`src/rtl/mix_columns_seq.sv`:
```
// Sequential AES MixColumns: one column per cycle with valid/ready handshakes on both sides.
// Define MIX_COLUMNS_INV_EN to build InvMixColumns selected by a captured i_inverse.
module mix_columns_seq (
  input  logic         clk,
  input  logic         n_rst,
  input  logic [127:0] i_data,
  input  logic         i_valid,
  output logic         o_ready,
  input  logic         i_bypass,
  input  logic         i_inverse,
  output logic [127:0] o_data,
  output logic         o_valid,
  input  logic         i_ready
);

  localparam logic [1:0] IDLE = 2'd0;
  localparam logic [1:0] BUSY = 2'd1;
  localparam logic [1:0] DONE = 2'd2;

  logic [1:0]   state;
  logic [1:0]   cnt;
  logic [127:0] work;
  logic [127:0] work_nxt;
  logic         byp;
  logic [31:0]  col_in;
  logic [31:0]  col_out;
  logic [127:0] tmp;
  logic [127:0] mask;
  logic [127:0] ins;

  function automatic logic [7:0] x2(input logic [7:0] x);
    return {x[6:0], 1'b0} ^ (x[7] ? 8'h1b : 8'h00);
  endfunction

  function automatic logic [7:0] x3(input logic [7:0] x);
    return x2(x) ^ x;
  endfunction

  // Column packed as {a0, a1, a2, a3}, a0 being row 0.
  function automatic logic [31:0] fwd_mix(input logic [31:0] c);
    logic [7:0] a0, a1, a2, a3;
    {a0, a1, a2, a3} = c;
    return {x2(a0) ^ x3(a1) ^ a2 ^ a3,
            a0 ^ x2(a1) ^ x3(a2) ^ a3,
            a0 ^ a1 ^ x2(a2) ^ x3(a3),
            x3(a0) ^ a1 ^ a2 ^ x2(a3)};
  endfunction

`ifdef MIX_COLUMNS_INV_EN
  logic inv;

  function automatic logic [7:0] m9(input logic [7:0] x);
    return x2(x2(x2(x))) ^ x;
  endfunction

  function automatic logic [7:0] m11(input logic [7:0] x);
    return x2(x2(x2(x))) ^ x2(x) ^ x;
  endfunction

  function automatic logic [7:0] m13(input logic [7:0] x);
    return x2(x2(x2(x))) ^ x2(x2(x)) ^ x;
  endfunction

  function automatic logic [7:0] m14(input logic [7:0] x);
    return x2(x2(x2(x))) ^ x2(x2(x)) ^ x2(x);
  endfunction

  function automatic logic [31:0] inv_mix(input logic [31:0] c);
    logic [7:0] a0, a1, a2, a3;
    {a0, a1, a2, a3} = c;
    return {m14(a0) ^ m11(a1) ^ m13(a2) ^ m9(a3),
            m9(a0) ^ m14(a1) ^ m11(a2) ^ m13(a3),
            m13(a0) ^ m9(a1) ^ m14(a2) ^ m11(a3),
            m11(a0) ^ m13(a1) ^ m9(a2) ^ m14(a3)};
  endfunction

  always_comb col_out = inv ? inv_mix(col_in) : fwd_mix(col_in);
`else
  logic unused_inverse;
  assign unused_inverse = i_inverse;
  always_comb col_out = fwd_mix(col_in);
`endif

  // Shifting column cnt into the top byte of each row selects it without a mux tree.
  // NOTE: every always_comb output is fully assigned on each pass, so no latches can form.
  always_comb begin
    tmp      = work << {cnt, 3'b000};
    col_in   = {tmp[127:120], tmp[95:88], tmp[63:56], tmp[31:24]};
    mask     = {4{8'hff, 24'h0}} >> {cnt, 3'b000};
    ins      = {col_out[31:24], 24'h0, col_out[23:16], 24'h0,
                col_out[15:8], 24'h0, col_out[7:0], 24'h0} >> {cnt, 3'b000};
    work_nxt = (work & ~mask) | ins;
  end

  // NOTE: registered state uses non-blocking assignments so every flop sees pre-edge values.
  always_ff @(posedge clk or negedge n_rst) begin
    if (!n_rst) begin
      state <= IDLE;
      cnt   <= 2'd0;
      work  <= 128'h0;
      byp   <= 1'b0;
`ifdef MIX_COLUMNS_INV_EN
      inv   <= 1'b0;
`endif
    end else begin
      case (state)
        IDLE: if (i_valid) begin
          work  <= i_data;
          byp   <= i_bypass;
`ifdef MIX_COLUMNS_INV_EN
          inv   <= i_inverse;
`endif
          cnt   <= 2'd0;
          state <= i_bypass ? DONE : BUSY;
        end
        BUSY: begin
          if (!byp) work <= work_nxt;
          cnt <= cnt + 2'd1;
          if (cnt == 2'd3) state <= DONE;
        end
        DONE:    if (i_ready) state <= IDLE;
        default: state <= IDLE;
      endcase
    end
  end

  assign o_ready = (state == IDLE);
  assign o_valid = (state == DONE);
  assign o_data  = work;

endmodule

```
`config.mk`:
```
export PLATFORM = sky130hd
export DESIGN_NAME = mix_columns_seq
export DESIGN_NICKNAME = d
export VERILOG_FILES = /design/src/rtl/mix_columns_seq.sv
export SDC_FILE = /design/constraint.sdc
export NUM_CORES = 1
export LEC_CHECK = 0
export BUFFER_PORTS_ARGS = -buffer_cell sky130_fd_sc_hd__buf_2
export CORE_MARGIN = 8
export CORE_UTILIZATION = 40
export CTS_CLUSTER_SIZE = 12
export DETAILED_ROUTE_END_ITERATION = 7
export PLACE_DENSITY = 0.73
export REMOVE_ABC_BUFFERS = 1
export SETUP_SLACK_MARGIN = 0.5
export SLEW_MARGIN = 5
export SYNTH_ARGS = -nofsm -noshare
export SYNTH_HDL_FRONTEND = slang
export SYNTH_SLANG_ARGS = --single-unit
```
`constraint.sdc`:
```
create_clock -name clk -period 2.45 [get_ports clk]
set_input_delay 0.3675 -clock clk [delete_from_list [all_inputs] [get_ports clk]]
set_output_delay 0.3675 -clock clk [all_outputs]
set_load 0.03 [all_outputs]
```
==> Word level (Yosys, flattened, before mapping) <==
Index checks and enable logic that the tools add are counted.
Widths: inputs -> output; s select.
{ "totals": {"output_inout_bits": 130, "register_bits": 133, "word_cells": 58} }
{ "classes": {"shift": 3, "n_reduce_logical": 6, "addsub": 1, "n_eq_ne": 7, "muxes": 14, "bitwise_logic": 23} }
{ "ops": {"columns": ["operator", "n"], "rows": [
  ["$mux 128", 2],
  ["$pmux 128 s2", 1],
  ["$and 128x128->128", 1],
  ["$not 128->128", 1],
  ["$or 128x128->128", 1],
  ["$shl 128x5->128", 1],
  ["$shr 128x5->128", 1],
  ["$shr 128x5->128 const A", 1],
  ["$xor 8x8->8", 16],
  ["$xor 8x5->8", 4],
  ["$mux 5", 4],
  ["$mux 2", 5],
  ["$ne 2x2->1 const B", 3],
  ["$pmux 2 s3", 1],
  ["$reduce_and 3->1", 2],
  ["$eq 2x2->1 const B", 2],
  ["$pmux 2 s2", 1],
  ["$reduce_and 2->1", 2],
  ["$add 2x1->2 const B", 1],
  ["$eq 2x1->1 const B", 1],
  ["$logic_not 2->1", 1],
  ["$ne 2x1->1 const B", 1],
  ["$reduce_bool 2->1", 1]
]} }

==> Depth between registers and ports, before layout <==
{ "depth": {"depth_word": 11, "ltp_mapped": 10} }

==> Worst setup path after synthesis <==
OpenSTA, ideal clock, no wires.
{ "synth_path": {"path_type": "register -> register", "from": "reg cnt[0]", "to": "reg work[104] (netlist: o_data[104])", "slack_ps": 84, "path_stages_with_launch": 7, "setup_ps": 137, "arrival_ps": 2229, "period_less_slack_ps": 2366, "cell_sequence": "dfrtp_1 buf_6 mux4_1 xnor2_2 xor3_1 a222oi_1 a21oi_1"} }
{ "synth_via": {"elab_chain_cells": 11, "word_cells_on_any_way": 32, "cone_classes": "shift: 3; mux: 6; bitwise: 23"} }
{ "synth_lines": {"columns": ["item", "line_no", "rtl"], "rows": [
  ["start: declaration", "21", "logic [1:0] cnt;"],
  ["start signal: assignment", "118", "cnt <= cnt + 2'd1;"],
  ["$shl 128x5->128", "87", "tmp = work << {cnt, 3'b000};"],
  ["$mux 5", "32", "return {x[6:0], 1'b0} ^ (x[7] ? 8'h1b : 8'h00);"],
  ["$xor 8x5->8", "32", null],
  ["$xor 8x8->8", "36", "return x2(x) ^ x;"],
  ["$xor 8x8->8, on equally long branches (3 in a row)", "46, 43", null],
  ["$shr 128x5->128", "90", "ins = {col_out[31:24], 24'h0, col_out[23:16], 24'h0,"],
  ["$or 128x128->128 *", "92", "work_nxt = (work & ~mask) | ins;"],
  ["$mux 128 *", "117", "if (!byp) work <= work_nxt;"],
  ["$pmux 128 s2 *", "106", "case (state)"],
  ["end signal: assignment", "108", "work <= i_data;"],
  ["end signal: assignment", "117", null],
  ["end: declaration", "22", "logic [127:0] work;"]
]} }
Every way passes the cells marked *; elsewhere a longest branch is shown, timed or not. The select of a mux whose other input is x is not followed.
A chain may end at the register's enable or synchronous reset.

==> Worst setup path after layout <==
{ "layout_path": {"from": "reg cnt[0]", "to": "reg work[102] (netlist: o_data[102])"} }
{ "layout_via": {"elab_chain_cells": 10, "word_cells_on_any_way": 28, "cone_classes": "shift: 3; mux: 2; bitwise: 23"} }
{ "layout_lines": {"columns": ["item", "line_no"], "rows": [
  ["$shl 128x5->128", "87"],
  ["$xor 8x5->8", "32"],
  ["$xor 8x8->8", "36"],
  ["$xor 8x8->8, on equally long branches (3 in a row)", "46, 43"],
  ["$shr 128x5->128", "90"],
  ["$or 128x128->128 *", "92"],
  ["$mux 128 *", "117"],
  ["$pmux 128 s2 *", "106"]
]} }
Marked as above.

==> impl_metrics.toml <==
[run_status]
status = "finished with violations"
violations = "negative setup slack"

[final_layout]
area_growth_pct = 49.6
layoutNonFillerInstCount = 1256
drive_above_1_share_pct = 52.3
seq_area_um2 = 3330
multi_input_area_um2 = 4730
fillerInstances = 1519
final_common_cell = "buf_2"
final_cell_mix = "buf_2 (261), dfrtp_1 (131), a22oi_1 (104), buf_4 (73), o21ai_1 (56)"
layout.nets = 1145

[run]
drv_cap = 0

[placement]
dpl.hpwl_um = 20400
port_buffers = 262
gp_congestion = 0.815
preCtsSetupSlack_ps = -117
placedCellCount = 1199

[floorplanning]
ios = 264
die_width_um = 154
initial_utilization_pct = 40.6
die_y_um = 154
core_um2 = 18700
die_area_um2 = 23700
rows = 50

[synth]
syn_avg_cell_area_um2 = 11.3
ys_warn_count = 0
synth_top_family_by_area = "compound AO/OA/AOI/OAI gates"
synth-compound-area-share_pct = 25.9
synth_adder_area_share_pct = 0.658
synthMuxAreaShare_pct = 9.98
synth-xor-area-share_pct = 14.2
synth-simple-area-share_pct = 1.76
synth_area_um2 = 7600
syn_inst = 675
synth-seq-cells = 133
ys_types = 36
ys_seq_area_share_pct = 43.8

[grt]
track_usage_pct = 24.6
antenna_found_initial = 2
grt.overflow.total = 0
grt_pass1_wl_um = 45200
grt_max_degree = 69
grt_pass1_vias = 7939

[worst_hold_path]
hold_class = "input pin to flip-flop"
whs_path_depth = 3

[drt]
avgRoutedWirePerCell_um = 23.5
viasPerCell = 6.04
drt_pass1_iterations = 8
final_antenna_net_count = 0
drc_errors = 0
vias = 7589
wirelength_um = 29600
drt_iter0_markers = 879

[clock_network]
clock_sinks = 133
max-clock-path-buffers = 2
insertion_delay_ps = 420
h-tree-depth = 4
clk_pin_slew_ps = 60
cts_tree = "yes"
cts_buffers = 17
clockRootBuffer = "clkbuf_16"

[sta]
max-slew-margin-rel_pct = 59.0
finalSetupViolCount = 5
rsz0062_at_grt = "yes"
min_period_ps = 2470
finalMaxSlewViolations = 0
fmax_ghz = 0.405
hold_viol = 0
skew_ps = 8.52
setup_slack_ps = -18.9
fin_setup_tns_ps = -60.1
fin_crit_sh_pct = 101
worst_pin_slew_ps = 615

[critical_path]
crit_fanout = 8
cp-end-kind = "flip-flop"
worstPathArrival_ps = 2770
start_kind = "flip-flop"
worst_ep_required_time_ps = 2750
timing_worst_setup_path_type = "flip-flop to flip-flop"
ff2ff_path_depth = 9
-- layer usage --
metal  share of wire [%]  up-vias  global-route usage, %
met3                 9.1       63                   5.07
met2                  49      523                   39.9
met1                  39     3727                   31.7
met4                 2.8        0                   10.0
met5                   0        -                      0
li1                    -     3276                      -
-- synthesized netlist by cell type --
| cell | instances | share of area [%] |
|---|---|---|
| a211o_1 | 1 | 0.12 |
| o21ai_1 | 17 | 1.1 |
| xor3_1 | 2 | 0.63 |
| clkbuf_1 | 45 | 2.2 |
| a21oi_1 | 31 | 2.0 |
| mux2_2 | 2 | 0.30 |
| buf_2 | 4 | 0.26 |
| nor2_1 | 4 | 0.20 |
| o21a_1 | 3 | 0.30 |
| buf_12 | 1 | 0.26 |
| a22oi_1 | 104 | 10 |
| inv_1 | 7 | 0.35 |
| dfrtp_1 | 133 | 44 |
| o21ai_0 | 124 | 8.2 |
| nor3_2 | 1 | 0.13 |
| nand2_1 | 11 | 0.54 |
| xor2_2 | 1 | 0.21 |
| xnor2_2 | 11 | 2.4 |
| and2_1 | 1 | 0.082 |
| nor4_1 | 1 | 0.082 |
| nor3_1 | 2 | 0.13 |
| xnor2_1 | 64 | 7.4 |
| a222oi_1 | 20 | 2.6 |
| xnor3_1 | 3 | 0.89 |
| nand2b_1 | 2 | 0.16 |
| xor2_1 | 21 | 2.4 |
| or4_1 | 1 | 0.099 |
| a21o_1 | 8 | 0.79 |
| buf_4 | 3 | 0.30 |
| a22o_1 | 4 | 0.46 |
| xnor2_4 | 1 | 0.36 |
| nor2b_1 | 4 | 0.33 |
| mux4_2 | 28 | 8.3 |
| buf_6 | 2 | 0.30 |
| mux4_1 | 4 | 1.4 |
| ha_1 | 4 | 0.66 |
-- cells by family after synthesis --
logic type | Yosys count
xor gates and xnor gates | 103
AOI/OAI and AO/OA | 312
muxes | 34
buffers and inverters | 62
adders and majority gates | 4
DFF | 133
and+or+nand+nor | 27
-- final cells by class --
class / count / area share (%)
antenna: 2 / 0.0440
clock buffer: 24 / 4.15
clock inverter: 8 / 1.09
inverter: 7 / 0.231
multi-input combinational: 480 / 41.6
sequential: 133 / 29.3
tap: 234 / 2.58
timing repair buffer: 368 / 21.0
-- worst max-delay path: stages, from the launching register on --
cell and delay (ps):
dfrtp_2 380, buf_12 150, buf_12 130, buf_12 130
mux4_2 600, xor2_2 320, xor2_1 250, xnor2_1 150
buf_4 170, o21ai_1 60
-- what timing repair did --
action	4_1_cts	5_1_grt
pin swaps	67	51
endpoints found under the hold margin	59	0
cloned	1	0
hold buffers	1	0
gates resized for setup	136	66
endpoints found under the setup margin	128	128
setup buffers	16	5
-- sequential cells by signal (all words and copies together) (netlist names) --
| register | cells |
|---|---|
| byp | 1 |
| cnt | 2 |
| state | 2 |
| o_data | 128 |
-- final timing paths --
| check | from | to | slack (ps) |
|---|---|---|---|
| max reg2reg | cnt[0]$_DFFE_PN0P_ | o_data[102]$_DFFE_PN0P_ | -20 |
| min in group asynchronous | n_rst | o_data[30]$_DFFE_PN0P_ | 480 |
| max | cnt[0]$_DFFE_PN0P_ | o_data[102]$_DFFE_PN0P_ | -20 |
| min | i_data[118] | o_data[118]$_DFFE_PN0P_ | 190 |
| min reg2reg | o_data[116]$_DFFE_PN0P_ | o_data[116]$_DFFE_PN0P_ | 530 |
| max in group asynchronous | n_rst | o_data[81]$_DFFE_PN0P_ | 1220 |
-- stage by stage --
step           hold slack [ps]  area (um^2)  utilization, %
2_1_floorplan             71.9         7350               -
3_3_place_gp               390         9720            52.0
3_5_place_dp               392         9720            52.0
4_1_cts                    174        11100            59.2
5_1_grt                    178        11400            60.8
6_report                   189        11400            60.8
Power is not shown: default switching activity piles up to over one toggle a cycle in this logic, so the estimate is an artifact.
